$ cat config.mk
export PLATFORM = sky130hd
export DESIGN_NAME = imem_program_loader
export DESIGN_NICKNAME = d
export VERILOG_FILES = /design/src/rtl/imem_program_loader.sv
export SDC_FILE = /design/constraint.sdc
export NUM_CORES = 1
export LEC_CHECK = 0
export ABC_AREA = 1
export BUFFER_PORTS_ARGS = -buffer_cell sky130_fd_sc_hd__buf_2
export CAP_MARGIN = 20
export CORE_MARGIN = 4
export CORE_UTILIZATION = 61
export CTS_BUF_LIST = sky130_fd_sc_hd__clkbuf_4
export DETAILED_ROUTE_END_ITERATION = 8
export PLACE_DENSITY = 0.88
export SETUP_SLACK_MARGIN = 0.4
export SYNTH_ARGS = -nofsm -noshare
export SYNTH_HDL_FRONTEND = slang
export SYNTH_SLANG_ARGS = --single-unit
$ cat constraint.sdc
create_clock -name clk_i -period 4.2 [get_ports clk_i]
set_clock_uncertainty 0.1 [all_clocks]
set_input_delay 0.84 -clock clk_i [delete_from_list [all_inputs] [get_ports clk_i]]
set_output_delay 0.84 -clock clk_i [all_outputs]
set_load 0.005 [all_outputs]
$ cat src/rtl/imem_program_loader.sv
// Streams 32-bit instruction words into a 16-bit halfword IMEM, pads the rest with NOPs,
// writes a terminal self-loop at the top and releases the CPU. Optional: LOADER_CHECKSUM_EN.
module imem_program_loader #(
  parameter int          IMEM_ADDRESS_WIDTH = 6,
  parameter logic [31:0] NOP_WORD           = 32'h0000_0013,
  parameter logic [31:0] LOOP_WORD          = 32'h0000_0063,
  parameter logic [15:0] C_NOP              = 16'h0001
) (
  input  logic                          clk_i,
  input  logic                          rst_ni,
  input  logic                          start_i,
  input  logic                          s_valid_i,
  output logic                          s_ready_o,
  input  logic [31:0]                   s_data_i,
  input  logic                          s_last_i,
  output logic                          imem_we_o,
  output logic [IMEM_ADDRESS_WIDTH-1:0] imem_addr_o,
  output logic [15:0]                   imem_wdata_o,
  output logic                          cpu_hold_o,
  output logic                          done_o,
  output logic                          overflow_o,
`ifdef LOADER_CHECKSUM_EN
  output logic [31:0]                   checksum_o,
`endif
  output logic [IMEM_ADDRESS_WIDTH:0]   load_count_o
);

  localparam int AW    = IMEM_ADDRESS_WIDTH;
  localparam int DEPTH = 1 << AW;
  localparam logic [AW-1:0] TAIL_ADDR = AW'(DEPTH - 2);
  localparam logic [AW-1:0] TOP_ADDR  = AW'(DEPTH - 1);
  localparam logic [AW:0]   PTR_LIMIT = (AW+1)'(DEPTH - 2);

  typedef enum logic [2:0] {
    LOAD, LOAD_HI, ALIGN, FILL_LO, FILL_HI, TAIL_LO, TAIL_HI, DONE
  } state_e;

  state_e        state_q;
  logic [AW-1:0] ptr_q;
  logic [15:0]   hi_q;
  logic          hi_last_q;
  logic          we_q;
  logic [AW-1:0] addr_q;
  logic [15:0]   wdata_q;
  logic          hold_q;
  logic          done_q;
  logic          ovf_q;
  logic [AW:0]   cnt_q;
`ifdef LOADER_CHECKSUM_EN
  logic [31:0]   csum_q;
`endif

  logic          is_comp;
  logic          fit_c;
  logic          fit_f;
  logic [AW:0]   ptr_x;
  logic [AW-1:0] ptr_inc;

  assign is_comp = (s_data_i[1:0] != 2'b11);
  assign ptr_x   = {1'b0, ptr_q};
  assign ptr_inc = ptr_q + 1'b1;
  assign fit_c   = ptr_x < PTR_LIMIT;
  assign fit_f   = (ptr_x + 1'b1) < PTR_LIMIT;

  // Where to go once the program body ends with the pointer at p.
  function automatic state_e after_load(input logic [AW-1:0] p);
    if (p[0])                 return ALIGN;
    else if (p == TAIL_ADDR)  return TAIL_LO;
    else                      return FILL_LO;
  endfunction

  always_ff @(posedge clk_i or negedge rst_ni) begin
    if (!rst_ni) begin
      state_q   <= LOAD;
      ptr_q     <= '0;
      hi_q      <= '0;
      hi_last_q <= 1'b0;
      we_q      <= 1'b0;
      addr_q    <= '0;
      wdata_q   <= '0;
      hold_q    <= 1'b1;
      done_q    <= 1'b0;
      ovf_q     <= 1'b0;
      cnt_q     <= '0;
`ifdef LOADER_CHECKSUM_EN
      csum_q    <= '0;
`endif
    end else begin
      we_q <= 1'b0;
      case (state_q)
        LOAD: begin
          if (s_valid_i) begin
`ifdef LOADER_CHECKSUM_EN
            csum_q <= csum_q + (is_comp ? {16'h0000, s_data_i[15:0]} : s_data_i);
`endif
            if (is_comp && fit_c) begin
              we_q    <= 1'b1;
              addr_q  <= ptr_q;
              wdata_q <= s_data_i[15:0];
              ptr_q   <= ptr_inc;
              cnt_q   <= cnt_q + 1'b1;
              if (s_last_i) state_q <= after_load(ptr_inc);
            end else if (!is_comp && fit_f) begin
              we_q      <= 1'b1;
              addr_q    <= ptr_q;
              wdata_q   <= s_data_i[15:0];
              ptr_q     <= ptr_inc;
              hi_q      <= s_data_i[31:16];
              hi_last_q <= s_last_i;
              state_q   <= LOAD_HI;
            end else begin
              // Oversized program: swallow words until the stream ends.
              ovf_q <= 1'b1;
              if (s_last_i) state_q <= after_load(ptr_q);
            end
          end
        end
        LOAD_HI: begin
          we_q    <= 1'b1;
          addr_q  <= ptr_q;
          wdata_q <= hi_q;
          ptr_q   <= ptr_inc;
          cnt_q   <= cnt_q + (AW+1)'(2);
          state_q <= hi_last_q ? after_load(ptr_inc) : LOAD;
        end
        ALIGN: begin
          we_q    <= 1'b1;
          addr_q  <= ptr_q;
          wdata_q <= C_NOP;
          ptr_q   <= ptr_inc;
          state_q <= after_load(ptr_inc);
        end
        FILL_LO: begin
          if (ptr_q == TAIL_ADDR) begin
            state_q <= TAIL_LO;
          end else begin
            we_q    <= 1'b1;
            addr_q  <= ptr_q;
            wdata_q <= NOP_WORD[15:0];
            ptr_q   <= ptr_inc;
            state_q <= FILL_HI;
          end
        end
        FILL_HI: begin
          we_q    <= 1'b1;
          addr_q  <= ptr_q;
          wdata_q <= NOP_WORD[31:16];
          ptr_q   <= ptr_inc;
          state_q <= (ptr_inc == TAIL_ADDR) ? TAIL_LO : FILL_LO;
        end
        TAIL_LO: begin
          we_q    <= 1'b1;
          addr_q  <= TAIL_ADDR;
          wdata_q <= LOOP_WORD[15:0];
          state_q <= TAIL_HI;
        end
        TAIL_HI: begin
          we_q    <= 1'b1;
          addr_q  <= TOP_ADDR;
          wdata_q <= LOOP_WORD[31:16];
          state_q <= DONE;
        end
        DONE: begin
          if (start_i) begin
            ptr_q   <= '0;
            done_q  <= 1'b0;
            hold_q  <= 1'b1;
            ovf_q   <= 1'b0;
            cnt_q   <= '0;
`ifdef LOADER_CHECKSUM_EN
            csum_q  <= '0;
`endif
            state_q <= LOAD;
          end else begin
            // First DONE cycle is the one after the top-of-memory write is presented.
            done_q <= 1'b1;
            hold_q <= 1'b0;
          end
        end
      endcase
    end
  end

  assign s_ready_o    = (state_q == LOAD);
  assign imem_we_o    = we_q;
  assign imem_addr_o  = addr_q;
  assign imem_wdata_o = wdata_q;
  assign cpu_hold_o   = hold_q;
  assign done_o       = done_q;
  assign overflow_o   = ovf_q;
  assign load_count_o = cnt_q;
`ifdef LOADER_CHECKSUM_EN
  assign checksum_o   = csum_q;
`endif

endmodule

Word level (Yosys, flattened, before mapping)
Index checks and enable logic that the tools add are counted.
{"block": "totals", "ff_bits": 59}
{"block": "op_classes", "muxes": 45, "n_eq_ne": 19, "n_reduce_logical": 19, "addsub": 4, "n_lt_le_gt_ge": 2, "bitwise": 1}
{"cell": "$pmux W16 S6", "count": 1}
{"cell": "$mux W16", "count": 4}
{"cell": "$mux W6", "count": 9}
{"cell": "$mux W3", "count": 11}
{"cell": "$pmux W6 S5", "count": 1}
{"cell": "$pmux W3 S8", "count": 1}
{"cell": "$pmux W6 S4", "count": 1}
{"cell": "$mux W7", "count": 3}
{"cell": "$pmux W7 S3", "count": 1}
{"cell": "$reduce_and A4 Y1", "count": 5}
{"cell": "$eq A3 B3 Y1 const B", "count": 4}
{"cell": "$eq A6 B6 Y1 const B", "count": 2}
{"cell": "$ne A2 B2 Y1 const B", "count": 6}
{"cell": "$mux W1", "count": 11}
{"cell": "$reduce_and A5 Y1", "count": 2}
{"cell": "$add A6 B1 Y7 const B", "count": 1}
{"cell": "$add A7 B1 Y7 const B", "count": 1}
{"cell": "$add A7 B2 Y7 const B", "count": 1}
{"cell": "$lt A7 B6 Y1 const B", "count": 1}
{"cell": "$add A6 B1 Y6 const B", "count": 1}
{"cell": "$eq A3 B2 Y1 const B", "count": 2}
{"cell": "$lt A6 B6 Y1 const B", "count": 1}
{"cell": "$ne A3 B1 Y1 const B", "count": 2}
{"cell": "$reduce_bool A6 Y1", "count": 1}
{"cell": "16 further kinds", "count": 17}

Depth between registers and ports, before layout
Gate-level depths: netlist of run 1.
{"block": "depth", "word_depth": 8, "ltp_mapped": 12, "depth_no_buf": 12}

Least setup slack after synthesis of run 1
Ideal clock, no wire load.
{"block": "synth_path", "path_type": "input to register", "start": "input port s_data_i[0]", "end": "register hi_last_q", "stages": 7, "setup_ns": 0.117, "arrival_ns": 1.708, "path_buffers": 1, "slack_ns": 2.275, "path_cell_list": "nand2_1 -> a21oi_1 -> o21ai_4 -> nand3b_4 -> buf_6 -> nand2_1 -> o21ai_2"}
{"block": "synth_between", "elab_chain_cells": 4, "word_cells_on_any_way": 6, "classes_between": "1 x eq/ne; 1 x bitwise; 4 x reduce/logical"}
{"item": "start, declared", "line_no": "14", "text": "input logic [31:0] s_data_i,"}
{"item": "$ne A2 B2 Y1 (*)", "line_no": "59", "text": "assign is_comp = (s_data_i[1:0] != 2'b11);"}
{"item": "$logic_not A1 Y1 or $logic_and A1 B1 Y1 (tied branches)", "line_no": "103, 96"}
{"item": "$logic_and A1 B1 Y1 or $not A1 Y1 (tied branches)"}
{"item": "$reduce_and A4 Y1 (no line) (*)"}
{"item": "end signal, assigned", "line_no": "109", "text": "hi_last_q <= s_last_i;"}
{"item": "end, declared", "line_no": "41", "text": "logic hi_last_q;"}
Mark *: on every way between the ends. The rest lies on a longest branch, timed or not.
A chain may end at the register's enable or synchronous reset.

Worst setup path after layout of run 1
{"block": "layout_path", "start": "register ptr_q[0]", "end": "register wdata_q[0] (netlist: imem_wdata_o[0])"}
{"block": "layout_between", "elab_chain_cells": 5, "word_cells_on_any_way": 12, "classes_between": "1 x add/sub; 2 x order compare; 3 x eq/ne; 3 x mux; 3 x reduce/logical"}
{"item": "start, declared", "line_no": "39", "text": "logic [AW-1:0] ptr_q;"}
{"item": "start signal, assigned", "line_no": "100", "text": "ptr_q <= ptr_inc;"}
{"item": "start signal, assigned", "line_no": "107", "text": "ptr_q <= ptr_inc;"}
{"item": "start signal, assigned", "line_no": "122", "text": "ptr_q <= ptr_inc;"}
{"item": "$add A6 B1 Y7 or $lt A6 B6 Y1 (tied branches)", "line_no": "63, 62"}
{"item": "$lt A7 B6 Y1 or $logic_and A1 B1 Y1 (tied branches)", "line_no": "63, 96"}
{"item": "$logic_and A1 B1 Y1 or $mux W16 (tied branches)", "line_no": "103, 96"}
{"item": "$ne A3 B1 Y1 (no line) or $mux W16 (tied branches)"}
{"item": "$reduce_and A4 Y1 (no line) or $pmux W16 S6 (tied branches)"}
{"item": "end signal, assigned", "line_no": "99", "text": "wdata_q <= s_data_i[15:0];"}
{"item": "end signal, assigned", "line_no": "106", "text": "wdata_q <= s_data_i[15:0];"}
{"item": "end signal, assigned", "line_no": "121", "text": "wdata_q <= hi_q;"}
{"item": "end, declared", "line_no": "44", "text": "logic [15:0] wdata_q;"}
Parallel ways exist; a longest one is shown, timed or not. The select of a mux whose other input is x is not followed.

==> metrics, run 1 <==
CTS sink count 59; first-pass GRT wire length around 12,000 um; TritonCTS clock tree built; Synth Flop Type dfrtp_1; row count 26; post-synthesis cell area approximately 3400 um2; Multi-input gate area 1560 um2; Max rail drop VDD about 0.48 mV; clock share of power 14.4%; Worst-Margin Slew about 580 ps; 1st-pass router iterations 5; Synth top area share 43.1%; reg2reg end imem_wdata_o[0]$_DFFE_PN0P_; IO Pins 71; FF+latch area 1480 um2; startpoint type of the worst setup path register; max_cap viols 0; R2R setup slack 1590 ps; largest net degree at the start of global routing 46; IO buf count 70; Power Internal 1480 uW; hold buffers post-CTS 0; Distinct cells, synth 36; Initial Util around 64%; fraction of registers with async set/reset between 90% and 100%; Setup TNS 0 ps; fin util 73.1%; Detailed Place HPWL 5650 um; top cells by area, synth dfrtp_1 (43%), nand2_1 (13%), o21ai_2 (7.0%); Synth Area per Inst 8.22 um2; adder-cell share of the synthesized area approximately 1.9%; Worst Hold Class in -> async; Slew Limit Fails 0; chip height 82.3 um; net switching power of the design 1230 uW; worst reg2reg path depth 10; GRT Overall Usage 24.3%; Worst-path clk slew 100 ps; Num CTS Buffers 9; CTS Buffer Depth 2; post-synthesis mux area share 0%; main combinational cell family by area after synthesis simple AND/OR/NAND/NOR gates; Synth Area in XOR/XNOR 1.04%; CP Class reg -> reg; initial DRC count between 150 and 200; vias in the first global route about 2,700; # Post-CTS Setup Buffers 0; Post-route DRC 0; PwrDens roughly 700 nW/um2; post-synth top area cell dfrtp_1; Post-synth EDFFs 0; Final period util about 62%; H-tree levels 3; routability-driven placement congestion ratio 0.904; # resized after CTS 0; antenna violations before repair 0; Worst Setup End Kind register; final period demand of the worst path 2610 ps; Synthesized Nets around 450; Detail Route Antenna Nets 0; CP Max Fanout 41; RSZ-0062 raised after global routing false; Final Hold Violating Endpoints 0; fill cell count 408; die span in x slightly above 80 um; Post-Synth Simple-Gate Area approximately a quarter; end of the critical path imem_wdata_o[0]$_DFFE_PN0P_; #FFs+latches synth 59; worst setup path start ptr_q[0]$_DFFE_PN0P_; Net Sw Frac around 45%; die area around 6800 um2; sequential area share after synthesis 43.9%; WL/cell between 10 and 15 um; Max Clk Rate 383 MHz; Rel. slew slack between 60% and 70%; WP data arrival 2810 ps; Lkg Pwr 0.00203 uW; worst flop-to-flop path startpoint ptr_q[0]$_DFFE_PN0P_; Logic pwr share 46.6%; WP data required 4400 ps; Synth Area in Compound Gates 17.2%; slowest cell delay on critical path 600 ps; yosys warns 0; fin nets between 500 and 600; layout cell share with drive strength beyond 1 30.1%; # setup viols final 0; Synth Instances 410; status complete, no violations; global route overflow 0; vias between 2,000 and 3,000; cell repeated most along the worst path nand2_1; Root Buffer clkbuf_4; Routed WL 7690 um; Vias/cell around 5.3; Slowest cell on crit path dfrtp_1; Core ar. approximately 5200 um2; synthesis-to-finish area growth 13.7%; Flop pwr share 39.0%; Setup WS pre-CTS 1630 ps; final worst-path setup slack 1590 ps; Skew-Pair Late Insertion Delay between 400 and 500 ps; Pwr Total 2710 uW; Antenna diodes 0; cell chain of the critical path ha_1 > nand4_1 > nand2_1 > nand3_2 > o21ai_4 > nand2_2 > nand2_4 > inv_1 > nand2_1 > nand2_1
[layer usage]
metal / part of all wire, % / wire length, um / vias to the layer above / global-route usage, %
li1: - / - / 1462 / -
met1: 45 / 3480 / 1377 / 32.0
met2: 48 / 3660 / 96 / 38.2
met3: 5.4 / 414 / 12 / 6.29
met4: 1.8 / 138 / 0 / 9.30
met5: 0 / 0 / - / 0
[state kept, by name (all words and copies together) (netlist names)]
name          flops
hi_q             16
ptr_q             6
cpu_hold_o        1
overflow_o        1
imem_addr_o       6
hi_last_q         1
load_count_o      7
done_o            1
imem_we_o         1
state_q           3
imem_wdata_o     16
[final cells by class]
cell class / count / share of cell area (%)
Tap cell: 70 / 2.29
Clock buffer: 9 / 1.76
Multi-Input combinational cell: 284 / 40.6
Inverter: 51 / 5.00
Clock inverter: 6 / 1.50
Timing Repair Buffer: 73 / 10.3
Sequential cell: 59 / 38.6
[placed cells by master (no fill, tap or decap), types with 2 or more instances in the layout]
cell type and instances:
clkbuf_4 9, buf_4 2, nor2_1 23, nand2_1 121, nand4_1 3, dfrtp_1 58
a32oi_1 2, o21ai_1 15, nor2_4 3, ha_1 5, o22ai_1 2, inv_1 47
buf_2 70, a22oi_1 12, inv_2 4, nand3_2 3, nand3_1 20, nand2_2 8
o21ai_0 12, nor3_2 2, nand2_4 2, nor2_2 4, o21ai_2 27, xor2_1 4
clkinv_2 3, o21a_1 3, a21oi_1 6
[logic make-up (layout without fill, tap and decap cells)]
kind of cell    after synthesis  after routing
simple gates                193            193
flops                        59             59
compound gates               82             82
fa+ha+maj                     5              5
buf+inv                      67            139
xor+xnor                      4              4
[Yosys cell counts (2+ instances only)]
library cell  instances
a21oi_1               6
buf_6                 6
nor2_4                3
xor2_1                4
nand2_1             121
o21ai_0              12
nand4_1               3
nor2_2                4
nand3_2               3
nor2_1               23
o22ai_1               2
dfrtp_1              58
inv_2                 4
buf_8                 2
a22oi_1              12
nand2_2               8
nor3_2                2
buf_4                 3
o21a_1                3
ha_1                  5
o21ai_2              27
o21ai_1              15
inv_1                47
nand2_4               2
nand3_1              20
buf_2                 4
a32oi_1               2
[critical path: cells and delay by family (launching register included)]
family / cells / cell delay, ps
flip-flops: 1 / 600
AND/OR/NAND/NOR: 7 / 1030
adder cells (fa/ha/maj): 1 / 330
AO/OA/AOI/OAI: 1 / 250
buffers and inverters: 1 / 180
[per-stage QoR]
step                      area [um2]  hold slack, ps  std cells
after floorplan                 3370             350        410
after global placement          3680             359        536
after detailed placement        3680             355        536
after CTS                       3800             379        551
after global routing            3830             324        552
final                           3830             319        552
[worst min path at each step]
stage               cells after the start                 from              endpoint  slack (ps)
CTS                                     2   done_o$_DFFE_PN0P_    done_o$_DFFE_PN0P_         380
floorplan                               2  hi_q[0]$_DFFE_PN0P_   hi_q[0]$_DFFE_PN0P_         350
finish                                  1               rst_ni  ptr_q[5]$_DFFE_PN0P_         320
detailed placement                      2   done_o$_DFFE_PN0P_    done_o$_DFFE_PN0P_         350
global route                            1               rst_ni  ptr_q[0]$_DFFE_PN0P_         320
global placement                        2   done_o$_DFFE_PN0P_    done_o$_DFFE_PN0P_         360
[power groups by stage]
stage / sequential (uW) / combinational (uW) / clock (uW)
final: 1060 / 1260 / 390
after global placement: 1050 / 1210 / 0
after global routing: 1090 / 1430 / 424
after CTS: 1050 / 1260 / 390
after floorplan: 978 / 1020 / 0
after detailed placement: 1060 / 1260 / 0
Note: power is estimated with default switching activity, not from simulation.
==> run 2: changes to the inputs <==
Settings changed: CORE_UTILIZATION 61 to 51, PLACE_DENSITY 0.88 to 0.78.
Clock period 4.2 ns to 2.1 ns, I/O delays scaled along.
==> run 2 against run 1 <==
Power grew to 2.6 times the previous value; utilization up 1.3 points; worst hold slack got worse by 180 ps; via count increased by 18%; fmax grew 32%; highest routed layer unchanged; die area grew 18%; clock-buffer cell count stayed put; clock power grew 110%; largest cell class unchanged; non-clock buffer count up 57; final area is 24% higher; worst setup slack got worse by 1500 ps; routed wire length rose by 36%.
==> metrics, run 2 (synthesized netlist as in run 1, its figures left out) <==
startpoint type of the worst setup path register (unchanged); Vias/cell 5.61 (was 5.34); Worst Setup End Kind register (unchanged); PwrDens 1500 nW/um2 (was 707 nW/um2); Lkg Pwr 0.00243 uW (was 0.00203 uW); worst hold path stage count 3; fin util 74.4% (was 73.1%); H-tree levels 3 (unchanged); worst reg2reg path depth 11 (was 10); CP Max Fanout 6 (was 41); Rel. slew slack 60.5% (was 61.1%); WP data arrival 2180 ps (was 2810 ps); vias in the first global route 2,958 (was 2,682); TritonCTS clock tree built (unchanged); Non-Filler Instances 617 (was 552); global route overflow 0 (unchanged); R2R setup slack 120 ps (was 1590 ps); WP data required 2300 ps (was 4400 ps); Max Clk Rate 505 MHz (was 383 MHz); hold worst-path end hi_q[9]$_DFFE_PN0P_; # setup viols final 0 (unchanged); Skew-Pair Late Insertion Delay 400 ps (was 410 ps); vias 3,464 (was 2,947); Detail Route Antenna Nets 0 (unchanged); Routed WL 10,500 um (was 7690 um); Root Buffer clkbuf_4 (unchanged); GRT Overall Usage 22.9% (was 24.3%); routability-driven placement congestion ratio 0.921 (was 0.904); Detailed Place HPWL 5930 um (was 5650 um); antenna violations before repair 0 (unchanged); Antenna diodes 0 (unchanged); CTS sink count 59 (unchanged); IO buf count 70 (unchanged); Final period util 94.2% (was 62.1%); Worst-Margin Slew 592 ps (was 584 ps); min-delay src s_data_i[25]; RSZ-0062 raised after global routing true (was false); die area 7970 um2 (was 6770 um2); die span in x 89.3 um (was 82.3 um); Core ar. 6390 um2 (was 5240 um2); layout cell share with drive strength beyond 1 45.6% (was 30.1%); Final Hold Violating Endpoints 0 (unchanged); worst flop-to-flop path startpoint ptr_q[0]$_DFFE_PN0P_ (unchanged); WL/cell 16.9 um (was 13.9 um); CTS Buffer Depth 2 (unchanged); 1st-pass router iterations 5 (unchanged); row count 29 (was 26); fin nets 578 (was 520); first-pass GRT wire length 14,000 um (was 12,300 um); status complete, no violations (unchanged); Initial Util 52.7% (was 64.3%); chip height 89.3 um (was 82.3 um); reg2reg end imem_wdata_o[0]$_DFFE_PN0P_ (unchanged); commonest non-fill, non-tap cell in the layout nand2_1 (unchanged); Worst Hold Class in -> reg (was in -> async); initial DRC count 312 (was 189); final period demand of the worst path 1980 ps (was 2610 ps); Setup TNS 0 ps (unchanged); Num CTS Buffers 9 (unchanged); Inst Count DP 558 (was 536); commonest cells after routing, fill and taps aside nand2_1 (103), buf_2 (70), dfrtp_1 (51) (was nand2_1 (121), buf_2 (70), dfrtp_1 (58)); synthesis-to-finish area growth 41.1% (was 13.7%); CP Class reg -> reg (unchanged); Worst-path clk slew 120 ps (was 100 ps); max_cap viols 0 (unchanged); IO Pins 71 (unchanged); largest net degree at the start of global routing 25 (was 46); Slew Limit Fails 0 (unchanged); Post-route DRC 0 (unchanged); Max rail drop VDD 0.938 mV (was 0.483 mV)
run 2: changes by cell type in the layout (fill, tap and decap cells not counted), moves of 5 or more:
cell     change
nand2_1     -18
buf_12       +9
o21ai_0      -5
dfrtp_1      -7
inv_1        -6
buf_6       +10
nand2_2     +12
dfrtp_2      +7
buf_4       +33
run 2: cell type report:
cell class,count,area (um2)
clock inverters,6,57.6
multi-input cells,285,1800
repair buffers,130,1030
fillers,417,1630
flip-flops and latches,59,1490
clock buffers,9,67.6
well taps,77,96.3
inverters,51,213
run 2: per-stage QoR:
| step | area, um2 | power [uW] | worst slack, ps | hold slack, ps |
|---|---|---|---|---|
| 5_1_grt | 4750 | 7550 | 8.91 | 131 |
| 6_report | 4750 | 7120 | 121 | 137 |
| 4_1_cts | 4340 | 6300 | 215 | 127 |
| 3_5_place_dp | 3910 | 4930 | 114 | 350 |
| 3_3_place_gp | 3910 | 4840 | 163 | 342 |
| 2_1_floorplan | 3430 | 4110 | 323 | 24.4 |
run 2: routing by layer:
metal  track usage, %  routed length, um  vias to the layer above
met3             3.32                846                       53
met5                0                  0                        -
li1                 -                  -                     1582
met1             32.3               4070                     1626
met2             35.3               5080                      203
met4             9.61                461                        0
run 2: worst max-delay path by stage:
stage	to	depth (start not counted)	start
3_3_place_gp	imem_addr_o[5]$_DFFE_PN0P_	9	ptr_q[2]$_DFFE_PN0P_
5_1_grt	state_q[1]$_DFFE_PN0P_	13	ptr_q[1]$_DFFE_PN0P_
6_report	imem_wdata_o[0]$_DFFE_PN0P_	11	ptr_q[0]$_DFFE_PN0P_
3_5_place_dp	imem_addr_o[3]$_DFFE_PN0P_	10	ptr_q[0]$_DFFE_PN0P_
2_1_floorplan	imem_addr_o[5]$_DFFE_PN0P_	10	ptr_q[0]$_DFFE_PN0P_
4_1_cts	imem_addr_o[5]$_DFFE_PN0P_	10	ptr_q[1]$_DFFE_PN0P_
run 2: timing repair:
action | 4_1_cts | 5_1_grt
cloned | 2 | 4
hold endpoints to repair | 20 | 0
pin swaps | 6 | 18
buffers inserted | 18 | 19
hold buffers | 1 | 0
resized for setup | 34 | 42
setup endpoints to repair | 57 | 57
run 2: power breakdown:
part,total [uW],leakage (uW),internal (uW),switching [uW]
clock,801,0.0000629,347,454
sequential,2110,0.000755,1650,451
combinational,4210,0.00161,1940,2270
total,7120,0.00243,3940,3180
run 2: worst max-delay path, stage by stage (launching register included):
cell and delay [ps]:
dfrtp_2 460, buf_6 150, inv_6 70, ha_4 190
inv_2 60, nand3_2 100, o21ai_4 220, nand2_4 110
nand2_8 130, inv_1 130, nand2_1 100, nand2_1 60
